===== config.mk =====
export PLATFORM = sky130hd
export DESIGN_NAME = mac_job_scheduler
export DESIGN_NICKNAME = d
export VERILOG_FILES = /design/src/rtl/mac_sched_pkg.sv /design/src/rtl/rr_arbiter.sv /design/src/rtl/mac_job_scheduler.sv
export SDC_FILE = /design/constraint.sdc
export NUM_CORES = 1
export LEC_CHECK = 0
export BUFFER_PORTS_ARGS = -buffer_cell sky130_fd_sc_hd__buf_2
export CORE_AREA = 3 3 191 193
export CTS_CLUSTER_DIAMETER = 200
export DETAILED_ROUTE_END_ITERATION = 12
export DIE_AREA = 0 0 194 196
export PLACE_DENSITY_LB_ADDON = 0.1
export SLEW_MARGIN = 15
export SYNTH_ARGS = -nofsm -noshare
export SYNTH_HDL_FRONTEND = slang
export SYNTH_SLANG_ARGS = --single-unit

===== constraint.sdc =====
create_clock -name clk -period 2.1 [get_ports clk]
set_clock_uncertainty 0.05 [all_clocks]
set_input_delay 0.21 -clock clk [delete_from_list [all_inputs] [get_ports clk]]
set_output_delay 0.21 -clock clk [all_outputs]
set_load 0.02 [all_outputs]

===== src/rtl/mac_sched_pkg.sv =====
// Shared types and helpers for the multiply-add job scheduler.
package mac_sched_pkg;

  localparam int unsigned DW_DEFAULT = 32;

  typedef enum logic [2:0] {
    IDLE,
    SEND_A,
    SEND_B,
    SEND_C,
    WAIT,
    RESP
  } sched_state_t;

  // Width of an encoded requester ID; never narrower than one bit.
  function automatic int unsigned id_w(input int unsigned n);
    return (n > 1) ? $clog2(n) : 1;
  endfunction

endpackage


===== src/rtl/rr_arbiter.sv =====
// Combinational round-robin arbiter: first set request at or after ptr, wrapping.
module rr_arbiter
  import mac_sched_pkg::*;
#(
  parameter int unsigned N = 4
) (
  input  logic [N-1:0]        req,
  input  logic [id_w(N)-1:0]  ptr,
  output logic [N-1:0]        gnt_oh,
  output logic [id_w(N)-1:0]  gnt_id,
  output logic                any
);

  localparam int unsigned IW = id_w(N);

  // Scan offsets from the pointer outward; the first hit wins.
  always_comb begin
    gnt_oh = '0;
    gnt_id = '0;
    any    = 1'b0;
    for (int unsigned k = 0; k < N; k++) begin
      for (int unsigned j = 0; j < N; j++) begin
        if (!any && req[j] && (j == ((32'(ptr) + k) % N))) begin
          any       = 1'b1;
          gnt_oh[j] = 1'b1;
          gnt_id    = IW'(j);
        end
      end
    end
  end

endmodule


===== src/rtl/mac_job_scheduler.sv =====
// Round-robin job scheduler in front of a shared a*b+c datapath.
module mac_job_scheduler
  import mac_sched_pkg::*;
#(
  parameter int unsigned NUM_REQ = 4,
  parameter int unsigned DW      = DW_DEFAULT,
  parameter int unsigned TIMEOUT = 8
) (
  input  logic                       clk,
  input  logic                       rst,
  input  logic [NUM_REQ-1:0]         req,
  input  logic [NUM_REQ*DW-1:0]      req_a,
  input  logic [NUM_REQ*DW-1:0]      req_b,
  input  logic [NUM_REQ*DW-1:0]      req_c,
  output logic [NUM_REQ-1:0]         gnt,
  output logic                       resp_valid,
  output logic [$clog2(NUM_REQ)-1:0] resp_id,
  output logic [DW-1:0]              resp_data,
  output logic                       resp_err,
  output logic                       validi,
  output logic [DW-1:0]              data_in,
  input  logic                       valido,
  input  logic [DW-1:0]              data_out
);

  localparam int unsigned   IW     = id_w(NUM_REQ);
  localparam int unsigned   CW     = $clog2(TIMEOUT + 1);
  localparam logic [CW-1:0] TO_CNT = CW'(TIMEOUT);

  sched_state_t        state, state_nxt;
  logic [IW-1:0]       ptr, cur_id, arb_id;
  logic [NUM_REQ-1:0]  cur_oh, arb_oh;
  logic                arb_any;
  logic [DW-1:0]       op_a, op_b, op_c, result;
  logic [DW-1:0]       sel_a, sel_b, sel_c;
  logic                err;
  logic [CW-1:0]       cnt;

  rr_arbiter #(.N(NUM_REQ)) u_arb (
    .req    (req),
    .ptr    (ptr),
    .gnt_oh (arb_oh),
    .gnt_id (arb_id),
    .any    (arb_any)
  );

  // One-hot operand mux driven by the arbiter grant.
  always_comb begin
    sel_a = '0;
    sel_b = '0;
    sel_c = '0;
    for (int unsigned i = 0; i < NUM_REQ; i++) begin
      if (arb_oh[i]) begin
        sel_a = sel_a | req_a[i*DW +: DW];
        sel_b = sel_b | req_b[i*DW +: DW];
        sel_c = sel_c | req_c[i*DW +: DW];
      end
    end
  end

  // State register, job capture, timeout counter and RR pointer update.
  always_ff @(posedge clk) begin
    if (rst) begin
      state  <= IDLE;
      ptr    <= '0;
      cur_id <= '0;
      cur_oh <= '0;
      op_a   <= '0;
      op_b   <= '0;
      op_c   <= '0;
      result <= '0;
      err    <= 1'b0;
      cnt    <= '0;
    end else begin
      state <= state_nxt;
      case (state)
        IDLE: begin
          if (arb_any) begin
            cur_id <= arb_id;
            cur_oh <= arb_oh;
            op_a   <= sel_a;
            op_b   <= sel_b;
            op_c   <= sel_c;
          end
        end
        SEND_C: begin
          cnt <= CW'(1);
          err <= 1'b0;
        end
        WAIT: begin
          if (valido)             result <= data_out;
          else if (cnt == TO_CNT) err    <= 1'b1;
          else                    cnt    <= cnt + 1'b1;
        end
        RESP: begin
          ptr <= (cur_id == IW'(NUM_REQ - 1)) ? '0 : cur_id + 1'b1;
        end
        default: ;
      endcase
    end
  end

  // Next-state and Moore outputs; all buses forced to zero outside their states.
  always_comb begin
    state_nxt  = state;
    gnt        = '0;
    validi     = 1'b0;
    data_in    = '0;
    resp_valid = 1'b0;
    resp_id    = '0;
    resp_data  = '0;
    resp_err   = 1'b0;
    case (state)
      IDLE: if (arb_any) state_nxt = SEND_A;
      SEND_A: begin
        validi    = 1'b1;
        data_in   = op_a;
        gnt       = cur_oh;
        state_nxt = SEND_B;
      end
      SEND_B: begin
        validi    = 1'b1;
        data_in   = op_b;
        state_nxt = SEND_C;
      end
      SEND_C: begin
        validi    = 1'b1;
        data_in   = op_c;
        state_nxt = WAIT;
      end
      WAIT: if (valido || cnt == TO_CNT) state_nxt = RESP;
      RESP: begin
        resp_valid = 1'b1;
        resp_id    = cur_id;
        resp_err   = err;
        resp_data  = err ? '0 : result;
        state_nxt  = IDLE;
      end
      default: state_nxt = IDLE;
    endcase
  end

endmodule


* Yosys cells after proc, flatten, opt, wreduce, memory -nomap -nowiden
Cells that the tools add are included.
Cells by class: $add $sub $neg 5, equality and inequality tests 24, muxes and demuxes 76, bitwise gates (word level) 9, reductions and logical operators 59
Operator list (number):
- 32-bit 2-to-1 mux | 14
- 32-bit bitwise OR | 9
- 32-bit zero test | 4
- 32-bit case mux with 3 select lines | 1
- 1-bit 2-to-1 mux | 37
- 2-bit 2-to-1 mux | 16
- 1-bit logical AND | 31
- 2-bit equality test (first input constant) | 8
- 1-bit zero test | 15
- 3-bit case mux with 5 select lines | 1
- 4-bit 2-to-1 mux | 3
- 2-bit != test (second input constant) | 5
- 1-bit by 2-bit equality test with 1-bit output (first input constant) | 4
- 4-bit case mux with 2 select lines | 1
- 3-bit by 2-bit equality test with 1-bit output (second input constant) | 2
- 3-bit equality test (second input constant) | 2
- 3-bit 2-to-1 mux | 2
- 2-bit AND reduction | 3
- 3-bit AND reduction | 2
- 2-bit by 1-bit adder with 2-bit output (second input constant) | 2
- 2-bit adder (second input constant) | 2
- 4-bit by 1-bit adder with 4-bit output (second input constant) | 1
- 4-bit equality test (second input constant) | 1
- 3-bit by 1-bit equality test with 1-bit output (second input constant) | 1
- other kinds (6) | 6
Storage, ports and cells: register bits after elaboration 144, bits of input ports 423, logic and storage cells 183

* Longest topological paths before layout
Gate-level depths: netlist of the first run.
word-level depth 65, depth in mapped cells 8, depth with buffers taken out 6

* Modules after synthesis
From an unflattened synthesis of the first run, not the netlist that was laid out.
Unflattened totals: cells, all modules 972, area total of the unflattened synthesis 8579.5 um^2
By module, submodules not included:
- mac_job_scheduler | instances 1, cells an instance 945, area each 8430.6 um^2, seq. area each 2882.8 um^2
- rr_arbiter | instances 1, cells an instance 27, area each 148.9 um^2, seq. area each 0.0 um^2

* Least setup slack after synthesis of the first run
Ideal clock, no wire load.
kind reg-to-output, start point reg state[0], end point out resp_data[10], arrival 1.453 ns, required time 1.840 ns, path slack 0.387 ns, stages on the path, launching flop included 6, cell sequence dfxtp_1 -> nor2b_1 -> nand2_1 -> nor2_1 -> clkbuf_1 -> and2_1
Between the ends: longest elaborated chain between the ends 2
Ends and longest elaborated chain:
- start, declared | line mac_job_scheduler.sv:30 | sched_state_t state, state_nxt;
- start signal, assigned | line mac_job_scheduler.sv:75 | state <= state_nxt;
- 3-bit equality test | line mac_job_scheduler.sv:113 | case (state)
- 32-bit 2-to-1 mux | line mac_job_scheduler.sv:113
- end, declared | line mac_job_scheduler.sv:18 | output logic [DW-1:0] resp_data,
No other way between the ends.

* Worst setup path after layout of the first run
start point reg state[1], end point out data_in[5]
Between the ends: longest elaborated chain between the ends 2
Ends and longest elaborated chain:
- 3-bit by 2-bit equality test with 1-bit output / 3-bit by 1-bit equality test with 1-bit output (equally long branches) | line mac_job_scheduler.sv:113
- 32-bit case mux with 3 select lines * | line mac_job_scheduler.sv:113
- end, declared | line mac_job_scheduler.sv:21 | output logic [DW-1:0] data_in,
Every way passes the cells marked *; elsewhere a longest branch is shown, timed or not.

==> flow_summary.toml, run 1 <==
[synth]
netlist_top_cells_count = "nand3_1, a211oi_1, nand2_1"
seq_area_frac_synth = 0.278
synth_top_area_frac = 0.278
syn_area_sq_um = 10400
synthArstFlopShare = 0
ys_ff_latch = 144
ys.flop_type = "dfxtp_1"
syn_inst = 1425
synth_nets = 1851
yosysUniqueCellTypes = 43
synthTopCellsByArea = "dfxtp_1, a211oi_1, nand3_1"
yosysTopAreaCell = "dfxtp_1"
synth.avg_cell_area_sq_um = 7.28
synth-edff-count = 0
yosysMostFrequentCell = "nand3_1"
ys_warn_count = 0

[global_route]
grt_start_max_net_pins = 68
grt_pass1_wl_microns = 79700
grt.total_usage = 0.268
grt-ovfl-total = 0
antenna_found_initial = 7
first_global_vias = 13100

[floorplan]
die-area_sq_um = 38000
start_util = 0.299
die_h_microns = 196
fp-row-count = 68
core-area_sq_um = 34700
io_pins = 496
fp.dieW_microns = 194

[finish]
fin_nets = 2301
area_delta_synth_final_pct = 44.7
post_layout_nonfiller_instances = 2349
fin_util = 0.432
design_area_sq_um = 15000
drive_above_1_share = 0.363

[power]
leakage_uw = 0.00678
power_frac_clock = 0.328
pwr-share-comb = 0.311
seqPwrFrac = 0.361
internal_power_uw = 5830
max-vdd-ir-drop_v = 0.000441
switching_power_uw = 3350
sw_frac_of_total = 0.365
p_per_area_nw_per_um2 = 611

[route]
routed_wl_microns = 54500
ant_nets = 0
wire_per_inst_microns = 23.2
drc = 0
vias = 13100
viasPerCell = 5.58
firstDrtPassIters = 6
drtIter0Drc = 933

[clock_network]
clk_path_buf_depth = 2
clk_latency_ps = 420
h-tree-depth = 4
cts_tree = "yes"
clock_sinks = 144
numCtsBuffers = 17
clk_pin_slew_ps = 70
clockRootBuffer = "clkbuf_16"

[sta]
fmax_mhz = 467
finalHoldViolCount = 0
worst_slack_ps = -43.1
final.setup.tns_ps = -70.7
slew_headroom = 0.556
period_share = 1.02
tightest_slew_ps = 667
setup_violations = 5
drv_slew = 0
rsz0062_at_grt = "yes"
fin_crit_ps = 2140

[worst_setup_path]
cp_slowest_stage_delay_ps = 420
crit_chain = "bufbuf_16 > mux2_4 > a22oi_1 > nor2_1 > buf_2"
start_kind = "flip-flop"
arrival_ps = 1880
cp_slowest_cell = "dfxtp_4"
critPathCaptureType = "output port"
worstSetupPathType = "reg2out"
cpLargestDelayFamily = "buffers and inverters"
critical_path.max_fanout = 6
cp.required_ps = 1840
worst-path-buf-inv = 2

[place]
routabilityCongestion = 0.848
dp.cells = 2246
dp_hpwl_microns = 39800
numPortBuffers = 495
place_area_sq_um = 13300

[hold_path]
hp-class = "in2reg"

[outcome]
status = "finished with violations"
violations = "setup timing"

[flow_run]
drv_cap = 0
worst register-to-register path: stages, from the launching register on:
cell	delay [ps]
dfxtp_4	390
bufbuf_16	290
buf_4	160
or4b_2	660
nor2_1	200
a21oi_1	110
nor2_1	90
metal layers:
metal,routed length [microns],share of wire,global-route usage
met1,23100,0.42,0.345
met2,27000,0.49,0.470
met3,3500,0.064,0.0436
met4,994,0.018,0.0622
met5,13,0.00024,0
kinds of logic (layout without fill, tap and decap cells):
family	count (synthesis)	after routing	share of synthesized area
AO/OA/AOI/OAI	476	476	0.326
adder cells (fa/ha/maj)	3	3	0.00362
flip-flops	144	144	0.278
multiplexers	32	32	0.0347
other	0	6	0
AND/OR/NAND/NOR	580	580	0.274
buffers and inverters	190	653	0.0836
final timing paths:
kind	from	to	slack, ps	depth (start not counted)
setup reg to reg	state[1]	cnt[1]	100	6
hold / removal	req_c[67]	op_c[3]	10	3
hold reg to reg	result[24]	result[24]	400	2
setup / recovery	state[1]	data_in[5]	-40	5
final cells by class:
class | instances | area, sq um
Clock inverter | 15 | 144
Clock buffer | 17 | 425
Antenna cell | 6 | 15.0
Tap cell | 455 | 569
Inverter | 6 | 23.8
Multi-Input combinational cell | 1091 | 6880
Timing Repair Buffer | 615 | 4070
Sequential cell | 144 | 2890
Fill cell | 3643 | 19700
what timing repair did:
action / CTS / global route
hold endpoints to repair: 49 / 1
resized for setup: 102 / 51
gates cloned: 3 / 1
endpoints found under the setup margin: 57 / 69
hold buffers: 50 / 1
buffers inserted: 8 / 4
pin swaps: 17 / 3
through the flow:
step / hold WS (ps) / setup WS [ps] / total power (uW)
6_report: 11.8 / -43.1 / 9170
5_1_grt: 3.36 / -105 / 9590
4_1_cts: 0.144 / -41.1 / 9170
3_5_place_dp: 395 / 14.9 / 5990
3_3_place_gp: 390 / 41.2 / 6000
2_1_floorplan: 296 / 387 / 4700
cells in the final DEF, fill, tap and decap left out, types with 20 or more instances in the layout:
| cell type | instances |
|---|---|
| buf_2 | 448 |
| nand3_1 | 197 |
| a211oi_1 | 196 |
| nand2_1 | 173 |
| dfxtp_1 | 140 |
| and3_1 | 100 |
| a31oi_1 | 96 |
| o21bai_1 | 96 |
| buf_4 | 58 |
| dlygate4sd3_1 | 51 |
| a21oi_1 | 41 |
| nor2_1 | 40 |
| buf_6 | 32 |
| a22oi_1 | 23 |
| and2_4 | 21 |
| buf_12 | 20 |
registers in the layout, summed over array words and instances, names as in the netlist:
| signal | flops |
|---|---|
| op_a | 32 |
| op_b | 32 |
| op_c | 32 |
| result | 32 |
| cnt | 4 |
| cur_oh | 4 |
| state | 3 |
| cur_id | 2 |
| ptr | 2 |
| err | 1 |
power groups by stage:
stage	clock, uW	sequential [uW]	combinational [uW]
final	3010	3310	2850
after detailed placement	0	3370	2620
after global placement	0	3370	2630
after floorplan	0	3180	1520
after CTS	3070	3320	2780
after global routing	3180	3340	3080
Power figures use the tool's default switching activity.
==> run 2, diff against run 1 <==
--- a/config.mk
+++ b/config.mk
@@ -10,6 +10,7 @@
 export CTS_CLUSTER_DIAMETER = 200
 export DETAILED_ROUTE_END_ITERATION = 12
 export DIE_AREA = 0 0 194 196
+export MAX_ROUTING_LAYER = met4
 export PLACE_DENSITY_LB_ADDON = 0.1
 export SLEW_MARGIN = 15
 export SYNTH_ARGS = -nofsm -noshare
==> run 2 against run 1 <==
Against the previous run:
- the run still ends with setup timing left
- hold slack worse by 2.5 ps
- die area unchanged
- core utilization about the same
- via count down 0.14%
==> flow_summary.toml, run 2 (synthesis gave the netlist of run 1 again) <==
[worst_setup_path]
reg2reg_depth = 5
cp_slowest_stage_delay_ps = 420
rrSetupSlack_ps = 60
cpLargestDelayFamily = "buffers and inverters"
worstSetupPathType = "reg2out"
crit_chain = "bufbuf_16 > mux2_4 > a22oi_1 > nor2_1 > buf_2"
start_kind = "flip-flop"
cp.required_ps = 1840
worst-path-buf-inv = 2
arrival_ps = 1890
critical_path.max_fanout = 6
critPathCaptureType = "output port"
r2r_end = "op_a[24]"
reg2reg_from = "state[1]"
cp_slowest_cell = "dfxtp_4"

[finish]
design_area_sq_um = 15000
fillers = 3646
fin_nets = 2300
fin_util = 0.432
drive_above_1_share = 0.364
area_delta_synth_final_pct = 44.6
final_common_cell = "buf_2"
final_cell_mix = "buf_2, nand3_1, a211oi_1, nand2_1, dfxtp_1"

[floorplan]
core-area_sq_um = 34700
die-area_sq_um = 38000
fp.dieW_microns = 194
fp-row-count = 68
io_pins = 496
die_h_microns = 196
start_util = 0.299

[power]
internal_power_uw = 5820
sw_frac_of_total = 0.365
power_frac_clock = 0.328
pwr-share-comb = 0.311
p_per_area_nw_per_um2 = 612
leakage_uw = 0.00677
p_total_uw = 9180
max-vdd-ir-drop_v = 0.000441
switching_power_uw = 3350
seqPwrFrac = 0.361

[sta]
setup_violations = 5
period_share = 1.02
fmax_mhz = 466
fin_crit_ps = 2150
tightest_slew_ps = 680
worst_slack_ps = -46.9
rsz0062_at_grt = "yes"
drv_slew = 0
finalHoldViolCount = 0
slew_headroom = 0.546

[clock_network]
clk_latency_ps = 420
clk_pin_slew_ps = 70
clock_sinks = 144
cts_tree = "yes"
clk_path_buf_depth = 2
clockRootBuffer = "clkbuf_16"
numCtsBuffers = 17
h-tree-depth = 4

[hold_path]
min-delay-start = "req_a[5]"
hold_end = "op_a[5]"
hold-path-cell-count = 3
hp-class = "in2reg"

[place]
dp_hpwl_microns = 39800
numPortBuffers = 495
routabilityCongestion = 0.862
place_area_sq_um = 13300

[outcome]
status = "finished with violations"
violations = "setup timing"

[route]
firstDrtPassIters = 5
wire_per_inst_microns = 23.3
routed_wl_microns = 54700
drtIter0Drc = 861
viasPerCell = 5.57
vias = 13100
drc = 0
ant_nets = 0

[global_route]
antenna_found_initial = 7
first_global_vias = 13100
grt.total_usage = 0.275
grt_pass1_wl_microns = 79700
grt-ovfl-total = 0
grt_start_max_net_pins = 68

[flow_run]
drv_cap = 0
-- run 2: cell count changes in the layout (fill, tap and decap cells not counted), sizes merged --
| cell | previous run | this run |
|---|---|---|
| diode | 6 | 7 |
| dlygate4sd3 | 51 | 50 |
-- run 2: worst max-delay path by stage --
stage / start / end / slack (ps) / cells past startpoint
2_1_floorplan: state[0] / resp_data[10] / 390 / 5
3_3_place_gp: ptr[1] / op_a[24] / 40 / 5
3_5_place_dp: ptr[1] / op_a[24] / 10 / 5
4_1_cts: state[1] / resp_data[22] / -40 / 8
5_1_grt: state[1] / resp_data[16] / -100 / 7
6_report: state[1] / data_in[5] / -50 / 5
-- run 2: worst min-delay path, cell delays in order --
cell     delay (ps)
buf_2           100
nand3_1          70
a31oi_1          70
-- run 2: cell type report --
| class | count | area, sq um | share of cell area |
|---|---|---|---|
| inverters | 6 | 23.8 | 0.00159 |
| clock inverters | 15 | 144 | 0.00959 |
| well taps | 455 | 569 | 0.0380 |
| clock buffers | 17 | 425 | 0.0284 |
| flip-flops and latches | 144 | 2890 | 0.193 |
| multi-input cells | 1091 | 6870 | 0.458 |
| repair buffers | 614 | 4050 | 0.270 |
| diodes | 7 | 17.5 | 0.00117 |
-- run 2: power groups by stage --
stage | Combinational (uW) | Sequential [uW] | Clock, uW
after floorplan | 1520 | 3180 | 0
after global placement | 2630 | 3370 | 0
after detailed placement | 2620 | 3370 | 0
after CTS | 2780 | 3320 | 3070
after global routing | 3070 | 3340 | 3170
final | 2850 | 3310 | 3010
-- run 2: layer usage --
| layer | vias to the layer above | track usage | share of wire |
|---|---|---|---|
| li1 | 6216 | - | - |
| met1 | 6254 | 0.349 | 0.43 |
| met2 | 550 | 0.471 | 0.50 |
| met3 | 58 | 0.0352 | 0.053 |
| met4 | 0 | 0.0620 | 0.020 |
| met5 | - | - | 0 |
-- run 2: stage by stage --
step / hold WS [ps] / setup WS, ps / TNS [ps] / cells
finish: 9.24 / -46.9 / -86.7 / 2349
global route: 0.876 / -102 / -2080 / 2349
CTS: 0.144 / -41.1 / -680 / 2339
detailed placement: 395 / 14.9 / 0 / 2246
global placement: 390 / 41.2 / 0 / 2246
floorplan: 296 / 387 / 0 / 1425
-- run 2: repair_timing --
item	4_1_cts	5_1_grt
hold buffers	50	0
setup endpoints to repair	57	67
buffers inserted	8	4
pin swaps	17	2
hold endpoints to repair	49	0
gates cloned	3	1
gates resized for setup	102	49
==> run 3, diff against run 2 <==
--- a/config.mk
+++ b/config.mk
@@ -11,7 +11,7 @@
 export DETAILED_ROUTE_END_ITERATION = 12
 export DIE_AREA = 0 0 194 196
 export MAX_ROUTING_LAYER = met4
-export PLACE_DENSITY_LB_ADDON = 0.1
+export PLACE_DENSITY = 0.63
 export SLEW_MARGIN = 15
 export SYNTH_ARGS = -nofsm -noshare
 export SYNTH_HDL_FRONTEND = slang
==> run 3 against run 2 <==
Against the previous run:
- the run still ends with setup timing left
- total power is 4.8% higher
- wire length is 1.2% lower
- sequential cell count stayed put
- die area stayed put
- non-clock buffer count is 42 higher
- register-to-register slack better by 70 ps
- setup slack better by 31 ps
- clock power is 9.0% higher
- core utilization is 2.0 points higher
- design area is 4.5% higher
- fmax is 1.4% higher
- via count is 4.0% higher
==> flow_summary.toml, run 3 (synthesis gave the netlist of run 1 again) <==
[sta]
worst_slack_ps = -16.3
fin_crit_ps = 2120
finalHoldViolCount = 0
fmax_mhz = 473
setup_violations = 3
tightest_slew_ps = 771
period_share = 1.01
rsz0062_at_grt = "yes"
drv_slew = 0
slew_headroom = 0.486

[finish]
design_area_sq_um = 15700
post_layout_nonfiller_instances = 2385
final_common_cell = "buf_2"
fin_nets = 2342
final_cell_mix = "buf_2, nand3_1, a211oi_1, nand2_1, dfxtp_1"
area_delta_synth_final_pct = 51.1
drive_above_1_share = 0.362

[worst_setup_path]
cp.required_ps = 1840
arrival_ps = 1860
rrSetupSlack_ps = 130
start_kind = "flip-flop"
worstSetupPathType = "reg2out"
critical_path.max_fanout = 8
critPathCaptureType = "output port"

[global_route]
grt.total_usage = 0.276
grt_pass1_wl_microns = 80800
grt-ovfl-total = 0
first_global_vias = 13500
antenna_found_initial = 0
grt_start_max_net_pins = 144

[floorplan]
die_h_microns = 196
fp-row-count = 68
fp.dieW_microns = 194
io_pins = 496
core-area_sq_um = 34700
start_util = 0.299
die-area_sq_um = 38000

[place]
place_area_sq_um = 13300
routabilityCongestion = 0.888
dp.cells = 2246
numPortBuffers = 495
dp_hpwl_microns = 39400
dp_slack_ps = 163

[clock_network]
cts_tree = "yes"
clk_latency_ps = 430
clockRootBuffer = "clkbuf_16"
clk_pin_slew_ps = 70
numCtsBuffers = 17
clock_sinks = 144
clk_path_buf_depth = 2
h-tree-depth = 4

[flow_run]
drv_cap = 0

[power]
max-vdd-ir-drop_v = 0.000517
leakage_uw = 0.00703
p_per_area_nw_per_um2 = 614

[hold_path]
hp-class = "in2reg"

[route]
drtIter0Drc = 998
viasPerCell = 5.70
firstDrtPassIters = 8
vias = 13600
ant_nets = 0
routed_wl_microns = 54000
wire_per_inst_microns = 22.6
drc = 0

[outcome]
violations = "setup timing"
status = "finished with violations"
-- run 3: changes by cell type in the layout (fill, tap and decap cells not counted), moves of 4 or more --
cell,delta
dlygate4sd3_1,+40
buf_2,-20
buf_4,+18
a22oi_1,-17
a22oi_2,+17
mux2_2,-12
mux2_4,+12
diode_2,-6
and2_1,+4
and2_4,-4
-- run 3: area by class of cell --
cell class,instances,area (sq um)
clock buffers,17,425
diodes,1,2.50
repair buffers,656,4590
fillers,3431,19000
inverters,6,23.8
clock inverters,15,189
multi-input cells,1091,6980
flip-flops and latches,144,2890
well taps,455,569
-- run 3: power breakdown --
part	total (uW)	switching (uW)	internal (uW)
Clock	3280	1460	1820
Sequential	3320	302	3020
Combinational	3020	1630	1390
-- run 3: worst max-delay path, cell delays in order (launching register included) --
cell	delay, ps
dfxtp_4	370
buf_6	130
nor2b_4	130
nand2_4	70
nor2_4	150
bufbuf_16	290
and2_1	130
buf_4	140
-- run 3: final timing paths --
path,cells past startpoint,end,start
min reg2reg,2,cur_oh[0],cur_oh[0]
max,7,resp_data[5],state[1]
max reg2reg,6,op_b[19],ptr[1]
min,3,op_b[29],req_b[93]
-- run 3: repair_timing --
| item | CTS | global route |
|---|---|---|
| gates resized for setup | 121 | 68 |
| setup buffers | 4 | 7 |
| hold buffers | 90 | 0 |
| setup endpoints to repair | 67 | 66 |
| pin swaps | 3 | 11 |
| endpoints found under the hold margin | 78 | 0 |
| cloned | 5 | 1 |
-- run 3: metrics by stage --
step                      hold WS, ps  power (uW)  setup TNS [ps]  utilization
final                            15.7        9620           -38.4        0.452
after global placement            384        5990               0        0.383
after detailed placement          391        6010               0        0.383
after CTS                       0.305        9630           -1430        0.443
after floorplan                   296        4700               0            -
after global routing             5.33       10100           -1960        0.451
-- run 3: per-layer routing --
layer | GRT usage | wire length [microns] | vias up
met2 | 0.474 | 26600 | 767
met3 | 0.0381 | 3550 | 95
met4 | 0.0830 | 1670 | 0
li1 | - | - | 6302
met5 | - | 0 | -
met1 | 0.340 | 22200 | 6435
